### config.mk
export PLATFORM = sky130hd
export DESIGN_NAME = msrv32_dmem_access_unit
export DESIGN_NICKNAME = d
export VERILOG_FILES = /design/src/rtl/msrv32_pkg.sv /design/src/rtl/msrv32_store_lane_gen.sv /design/src/rtl/msrv32_dmem_access_unit.sv
export SDC_FILE = /design/constraint.sdc
export NUM_CORES = 1
export LEC_CHECK = 0
export ABC_AREA = 1
export CORE_MARGIN = 2
export CORE_UTILIZATION = 38
export CTS_CLUSTER_SIZE = 20
export DETAILED_ROUTE_END_ITERATION = 10
export GPL_TIMING_DRIVEN = 0
export PLACE_DENSITY_LB_ADDON = 0.3
export SETUP_SLACK_MARGIN = 0.5
export SYNTH_ARGS = -nofsm -noshare
export SYNTH_HDL_FRONTEND = slang
export SYNTH_SLANG_ARGS = --single-unit
export TNS_END_PERCENT = 1
### constraint.sdc
create_clock -name ms_riscv32_mp_clk_in -period 1.7 [get_ports ms_riscv32_mp_clk_in]
set_input_delay 0.34 -clock ms_riscv32_mp_clk_in [delete_from_list [all_inputs] [get_ports ms_riscv32_mp_clk_in]]
set_output_delay 0.34 -clock ms_riscv32_mp_clk_in [all_outputs]
set_load 0.02 [all_outputs]
### src/rtl/msrv32_pkg.sv
// Shared definitions for the data-memory access path: access size encodings,
// access FSM states and the alignment rule.
package msrv32_pkg;

  localparam logic [1:0] SIZE_BYTE = 2'b00;
  localparam logic [1:0] SIZE_HALF = 2'b01;
  localparam logic [1:0] SIZE_WORD = 2'b10;

  typedef enum logic [1:0] {
    ST_IDLE = 2'b00,
    ST_REQ  = 2'b01,
    ST_RESP = 2'b10,
    ST_DONE = 2'b11
  } dmem_state_e;

  // Encoding 2'b11 falls into the default arm and is handled as a word access.
  function automatic logic is_misaligned(input logic [1:0] size,
                                         input logic [1:0] addr_lo);
    case (size)
      SIZE_BYTE: return 1'b0;
      SIZE_HALF: return addr_lo[0];
      default:   return addr_lo != 2'b00;
    endcase
  endfunction

endpackage

### src/rtl/msrv32_store_lane_gen.sv
// Combinational store lane generator: byte strobes and lane-replicated write
// data for a store of the given size at the given byte offset.
module msrv32_store_lane_gen
  import msrv32_pkg::*;
(
  input  logic [1:0]  size,
  input  logic [1:0]  addr_lo,
  input  logic [31:0] rs2,
  output logic [3:0]  wr_mask,
  output logic [31:0] wr_data
);

  // NOTE: both outputs get a default before the case so no path leaves them
  // unassigned, which would otherwise infer a latch.
  always_comb begin
    wr_mask = 4'b1111;
    wr_data = rs2;
    case (size)
      SIZE_BYTE: begin
        wr_mask = 4'b0001 << addr_lo;
        wr_data = {4{rs2[7:0]}};
      end
      SIZE_HALF: begin
        wr_mask = addr_lo[1] ? 4'b1100 : 4'b0011;
        wr_data = {2{rs2[15:0]}};
      end
      default: ;
    endcase
  end

endmodule

### src/rtl/msrv32_dmem_access_unit.sv
// Data-memory access unit: turns a pipeline load/store into one bus transfer
// and hands the response to the load unit, stalling the pipeline meanwhile.
module msrv32_dmem_access_unit
  import msrv32_pkg::*;
(
  input  logic        ms_riscv32_mp_clk_in,
  input  logic        ms_riscv32_mp_rst_in,
  input  logic        mem_req_in,
  input  logic        mem_wr_in,
  input  logic [31:0] iadder_in,
  input  logic [31:0] rs2_in,
  input  logic [1:0]  mem_size_in,
  input  logic        load_unsigned_in,
  input  logic        flush_in,
  output logic [31:0] ms_riscv32_mp_dmaddr_out,
  output logic [31:0] ms_riscv32_mp_dmdata_out,
  output logic [3:0]  ms_riscv32_mp_dmwr_mask_out,
  output logic        ms_riscv32_mp_dmreq_out,
  output logic        ms_riscv32_mp_dmwr_req_out,
  input  logic        ms_riscv32_mp_dmready_in,
  input  logic        ms_riscv32_mp_dmrvalid_in,
  input  logic [31:0] ms_riscv32_mp_dmdata_in,
  input  logic        ms_riscv32_mp_ahb_resp_in,
  output logic        stall_out,
  output logic        result_valid_out,
  output logic [31:0] lu_dmdata_out,
  output logic [1:0]  iadder_out_1_to_0_out,
  output logic [1:0]  load_size_out,
  output logic        load_unsigned_out,
  output logic        ahb_resp_out,
  output logic        misaligned_out
);

  dmem_state_e state;
  logic        misaligned;
  logic        accept;
  logic [3:0]  lane_mask;
  logic [31:0] lane_data;

  msrv32_store_lane_gen u_lane_gen (
    .size    (mem_size_in),
    .addr_lo (iadder_in[1:0]),
    .rs2     (rs2_in),
    .wr_mask (lane_mask),
    .wr_data (lane_data)
  );

  assign misaligned = is_misaligned(mem_size_in, iadder_in[1:0]);
  assign accept     = (state == ST_IDLE) && mem_req_in && !flush_in && !misaligned;

  // Gated by reset so the pipeline is never held while the unit is in reset.
  assign stall_out = ms_riscv32_mp_rst_in &&
                     (accept || state == ST_REQ || state == ST_RESP);

  // NOTE: sequential state uses non-blocking assignments only; the synchronous
  // reset clears every registered output so nothing leaks out of an
  // abandoned access.
  always_ff @(posedge ms_riscv32_mp_clk_in) begin
    if (!ms_riscv32_mp_rst_in) begin
      state                       <= ST_IDLE;
      ms_riscv32_mp_dmaddr_out    <= '0;
      ms_riscv32_mp_dmdata_out    <= '0;
      ms_riscv32_mp_dmwr_mask_out <= '0;
      ms_riscv32_mp_dmreq_out     <= 1'b0;
      ms_riscv32_mp_dmwr_req_out  <= 1'b0;
      result_valid_out            <= 1'b0;
      lu_dmdata_out               <= '0;
      iadder_out_1_to_0_out       <= '0;
      load_size_out               <= '0;
      load_unsigned_out           <= 1'b0;
      ahb_resp_out                <= 1'b0;
      misaligned_out              <= 1'b0;
    end else begin
      result_valid_out <= 1'b0;
      misaligned_out   <= 1'b0;
      case (state)
        ST_IDLE: begin
          if (accept) begin
            state                       <= ST_REQ;
            ms_riscv32_mp_dmaddr_out    <= {iadder_in[31:2], 2'b00};
            ms_riscv32_mp_dmdata_out    <= mem_wr_in ? lane_data : 32'h0;
            ms_riscv32_mp_dmwr_mask_out <= mem_wr_in ? lane_mask : 4'b0000;
            ms_riscv32_mp_dmreq_out     <= 1'b1;
            ms_riscv32_mp_dmwr_req_out  <= mem_wr_in;
            iadder_out_1_to_0_out       <= iadder_in[1:0];
            load_size_out               <= mem_size_in;
            load_unsigned_out           <= load_unsigned_in;
          end else if (mem_req_in && !flush_in && misaligned) begin
            misaligned_out <= 1'b1;
          end
        end
        ST_REQ: begin
          // Bus outputs are only driven while the request is outstanding.
          if (ms_riscv32_mp_dmready_in) begin
            state                       <= ST_RESP;
            ms_riscv32_mp_dmaddr_out    <= '0;
            ms_riscv32_mp_dmdata_out    <= '0;
            ms_riscv32_mp_dmwr_mask_out <= '0;
            ms_riscv32_mp_dmreq_out     <= 1'b0;
            ms_riscv32_mp_dmwr_req_out  <= 1'b0;
          end
        end
        ST_RESP: begin
          // Stores wait for the response too, so bus errors reach the pipeline.
          if (ms_riscv32_mp_dmrvalid_in) begin
            state            <= ST_DONE;
            lu_dmdata_out    <= ms_riscv32_mp_dmdata_in;
            ahb_resp_out     <= ms_riscv32_mp_ahb_resp_in;
            result_valid_out <= 1'b1;
          end
        end
        ST_DONE: state <= ST_IDLE;
        default: state <= ST_IDLE;
      endcase
    end
  end

endmodule

==> metrics.md <==
| Metric | Value |
|---|---|
| RSZ-0062 raised after global routing | `yes` |
| Remaining antenna violation count | `0` |
| Endpoint kind of the worst setup timing path | `primary output` |
| Number of buffers created by CTS | `9` |
| Outcome | `finished with violations` |
| Via count of the first global-routing pass | `4936` |
| Core region area | `between 10000 and 15000 µm²` |
| Total area of multi-input combinational cells | `2430 µm²` |
| Number of DRC violations after detailed-routing iteration 0 | `388` |
| Xor and xnor area share after synthesis | `0%` |
| Required time reported for the critical path endpoint | `1.36 ns` |
| Cell internal pwr | `about 5800 µW` |
| Starting utilization of the core area | `38.83%` |
| Storage cell area | `2256 µm²` |
| Total wire length after detailed routing | `16.39 mm` |
| Largest family of logic cells by synthesized area | `simple AND/OR/NAND/NOR gates` |
| Power dissipated by switching net loads | `3265 µW` |
| Fraction of layout cells with a size suffix above 1 | `28.17%` |
| Count of TritonRoute iterations in the first routing pass | `4` |
| Number of instances in the synthesized netlist | `685` |
| Drc violations | `0` |
| X dimension of the die | `117.6 µm` |
| Net switching fraction of the power | `35.90%` |
| Area Growth Syn to Fin | `59.04%` |
| Critical path fanouts, max | `3` |
| CP bufs+invs | `5` |
| Post-layout min period | `1.923 ns` |
| Tightest Hold Check Type | `input pin to flip-flop` |
| Clock group share of total power | `between 20% and 30%` |
| Worst clock skew on the final layout | `0.009341 ns` |
| Maximum VDD drop | `531.0 µV` |
| Cell-by-cell listing of the critical path | `inv_4 > ha_4 > buf_8 > clkbuf_16 > o31ai_4 > inv_1 > buf_6` |
| Via Count | `between 5000 and 6000` |
| Slowest stage delay, CP | `0.35 ns` |
| Reg power frac | `36.2%` |
| Combined area of all synthesized cells | `between 4000 and 5000 µm²` |
| Leading area contributor after synthesis | `sky130_fd_sc_hd__dfxtp_1` |
| Top cells by area, synth | `sky130_fd_sc_hd__dfxtp_1 (45%), sky130_fd_sc_hd__nand2_1 (12%), sky130_fd_sc_hd__nor2_1 (7.7%)` |
| Endpoint arrival time on the critical path | `1.58 ns` |
| Number of enable flip-flop cells after synthesis | `0` |
| Vias per Instance | `4.885` |
| Slowest library cell on the worst path | `sky130_fd_sc_hd__dfxtp_2` |
| Largest net degree at the start of global routing | `21` |
| Instance count after placement with tap cells included | `1073` |
| Part of the power in combinational logic | `39.4%` |
| Pwr dens | `1167 nW/µm²` |
| Final Instance Count excl. Fillers | `between 1000 and 1500` |
| Library cells used by synthesis | `29` |
| Final standard cell utilization of the core | `61.75%` |
| Tcrit/Tclk final | `113.1%` |
| Achievable frequency | `0.5201 GHz` |
| First-pass GRT wire length | `about 26 mm` |
| Setup tns final | `-1.764 ns` |
| CTS H-Tree Depth | `3` |
| Number of rows created at floorplan | `41` |
| CTS root buffer | `sky130_fd_sc_hd__clkbuf_16` |
| Startpoint type of the worst setup path | `flip-flop` |
| Number of top-level pins | `218` |
| Multiplexer share of the synthesized area | `0%` |
| Half-perimeter wire length of the detailed placement result | `11.85 mm` |
| Insertion delay to the later sink of the worst-skew pair | `roughly 0.36 ns` |
| Clock tree from TritonCTS | `done` |
| Hold buffers post-CTS | `0` |
| CTS clk-pin slew, worst paths | `0.08 ns` |
| Actual slew at the worst max-slew pin | `0.6896 ns` |
| Classification of the worst setup path | `flip-flop to primary output` |
| Clock sink total | `110` |
| Fill count | `1185` |
| Overall power | `9096 µW` |
| Lkg Pwr | `0.003350 µW` |
| Dominant cell by count in the synthesized netlist | `sky130_fd_sc_hd__nand2_1` |
| Maximum number of buffers from clock root to sink | `2` |
| Mean cell area of the mapped netlist | `7.153 µm²` |
| Die height | `117.6 µm` |
| Setup slack after layout | `-0.2225 ns` |
| Final estimated routing congestion in global placement | `0.8864` |
| Flip-flop cell with the highest count after synthesis | `sky130_fd_sc_hd__dfxtp_1` |
| Fraction of post-synthesis cell area in the top cell type by area | `44.94%` |
| Input/output buffers | `roughly 220` |
| Sequential share of the synthesized area | `44.94%` |
| Violations in the final reports | `setup timing` |
| Count of endpoints failing hold in the final timing report | `0` |
| Number of synthesized register bits | `110` |
| Share of synthesized cell area in and, or, nand and nor gates | `32.41%` |
| Warning count from the yosys run | `0` |
| Top cell types by occurrence after synthesis | `sky130_fd_sc_hd__nand2_1 (160), sky130_fd_sc_hd__dfxtp_1 (110), sky130_fd_sc_hd__nor2_1 (101)` |
| Global-route congestion overflow total | `0` |
| Cell family contributing the most delay on the critical path | `buffers and inverters` |
| Worst-case headroom to the max-slew limit | `~54%` |
| Global-route usage over all layers | `a little under a quarter` |
| Final Setup Violations | `27` |
| Max-slew violation total from the final report | `0` |
| Share of synthesized flip-flops with an asynchronous set or reset | `0%` |
| Max-cap violations | `0` |
| Per-cell routed wire length | `14.87 µm` |
| Antenna violations before repair | `0` |
| Area enclosed by the die boundary | `13820 µm²` |
| Post-Synth Adder-Cell Area | `0.7661%` |
| Share of the synthesized area in compound gates (AO/OA/AOI/OAI) | `approximately 14%` |
| Nets@finish | `1035` |
| Antenna cells | `0` |
## power by group through the flow
| stage | combinational, µW | clock [µW] | sequential (µW) |
|---|---|---|---|
| after detailed placement | 3360 | 0 | 3280 |
| final | 3580 | 2220 | 3290 |
| after CTS | 3380 | 2280 | 3240 |
| after floorplan | 1370 | 0 | 3790 |
| after global routing | 3860 | 2370 | 3350 |
| after global placement | 3330 | 0 | 3280 |
## per-stage QoR
step	hold slack [ns]	cell area, µm²	setup slack (ns)
after floorplan	0.4173	4936	0.1397
after global placement	0.4482	7303	-0.9612
after detailed placement	0.4526	7303	-0.9988
after CTS	0.4373	7525	-0.2423
after global routing	0.4588	7792	-0.2810
final	0.4420	7792	-0.2225
## timing repair
item | 4_1_cts | 5_1_grt
resized for setup | 557 | 110
cloned | 0 | 1
hold endpoints to repair | 0 | 0
pin swaps | 4 | 5
buffers inserted | 7 | 5
endpoints found under the setup margin | 219 | 210
## cell usage in the layout, fill, tap and decap left out, types with 2 or more instances in the layout
cell                              Yosys  final
sky130_fd_sc_hd__nand2_2             12     17
sky130_fd_sc_hd__inv_6                0      2
sky130_fd_sc_hd__inv_1               34     30
sky130_fd_sc_hd__nand3b_1            30     30
sky130_fd_sc_hd__buf_8                1      3
sky130_fd_sc_hd__clkdlybuf4s50_1      0    101
sky130_fd_sc_hd__nor3_1              10     10
sky130_fd_sc_hd__inv_8                0      2
sky130_fd_sc_hd__nor2_2               1      2
sky130_fd_sc_hd__conb_1               1      2
sky130_fd_sc_hd__o21ai_0             48     46
sky130_fd_sc_hd__nand4_1              9      9
sky130_fd_sc_hd__nand2_8              0      2
sky130_fd_sc_hd__buf_6                2     27
sky130_fd_sc_hd__dfxtp_1            110     71
sky130_fd_sc_hd__nor2_1             101     99
sky130_fd_sc_hd__nand2_1            160    155
sky130_fd_sc_hd__buf_4                4    101
sky130_fd_sc_hd__nand3_1             27     27
sky130_fd_sc_hd__nand2_4              4      2
sky130_fd_sc_hd__clkbuf_2             0     11
sky130_fd_sc_hd__ha_4                 0      2
sky130_fd_sc_hd__a21oi_1             67     58
sky130_fd_sc_hd__buf_2               10      5
sky130_fd_sc_hd__inv_2                2      3
sky130_fd_sc_hd__clkinv_4             0      4
sky130_fd_sc_hd__dfxtp_4              0      2
sky130_fd_sc_hd__clkbuf_16            0     10
sky130_fd_sc_hd__dfxtp_2              0     37
sky130_fd_sc_hd__dlygate4sd2_1        0     10
sky130_fd_sc_hd__clkbuf_4             0      4
sky130_fd_sc_hd__clkbuf_1            29     13
sky130_fd_sc_hd__inv_4                0      2
sky130_fd_sc_hd__a21oi_2              8     17
sky130_fd_sc_hd__o21ai_1              0      2
## cells by family after synthesis
| family | after synthesis |
|---|---|
| adders and majority gates | 3 |
| AOI/OAI and AO/OA | 127 |
| other | 1 |
| and+or+nand+nor | 356 |
| buffers and inverters | 88 |
| DFF | 110 |
## path summary, 6_finish.rpt
check / start / endpoint / slack (ns) / cells after the start
worst max-delay path: state[1] / stall_out / -0.22 / 7
worst max register to register: state[1] / ms_riscv32_mp_dmdata_out[14] / -0.08 / 10
worst min-delay path: iadder_in[0] / iadder_out_1_to_0_out[0] / 0.44 / 3
worst min register to register: ms_riscv32_mp_dmaddr_out[10] / ms_riscv32_mp_dmaddr_out[10] / 0.46 / 2
## sequential cells by signal, summed over array words and instances, names as in the netlist
register,flops
state,2
load_size_out,2
misaligned_out,1
load_unsigned_out,1
iadder_out_1_to_0_out,2
ms_riscv32_mp_dmwr_req_out,1
ms_riscv32_mp_dmdata_out,32
ms_riscv32_mp_dmaddr_out,30
result_valid_out,1
ahb_resp_out,1
lu_dmdata_out,32
ms_riscv32_mp_dmwr_mask_out,4
ms_riscv32_mp_dmreq_out,1
## worst min-delay path: cells and delay by family
kind,cells,cell delay [ns]
buffers and inverters,2,0.36
AOI/OAI and AO/OA,1,0.06
## layout make-up
| cell class | instances | share of cell area (%) |
|---|---|---|
| Buffer | 50 | 4.769 |
| Clock buffer | 9 | 2.890 |
| Clock inverter | 7 | 1.124 |
| Inverter | 38 | 2.039 |
| Multi-Input combinational cell | 488 | 31.18 |
| Sequential cell | 110 | 28.95 |
| Tap cell | 172 | 2.762 |
| Timing Repair Buffer | 228 | 26.28 |
## layer usage
metal	track usage, %	vias to the layer above	share of wire (%)
li1	-	2702	-
met4	8.509	0	2.2
met5	0	-	0
met3	5.184	28	6.7
met1	29.53	2423	44
met2	37.57	230	47
(Power assumes the default switching activity.)
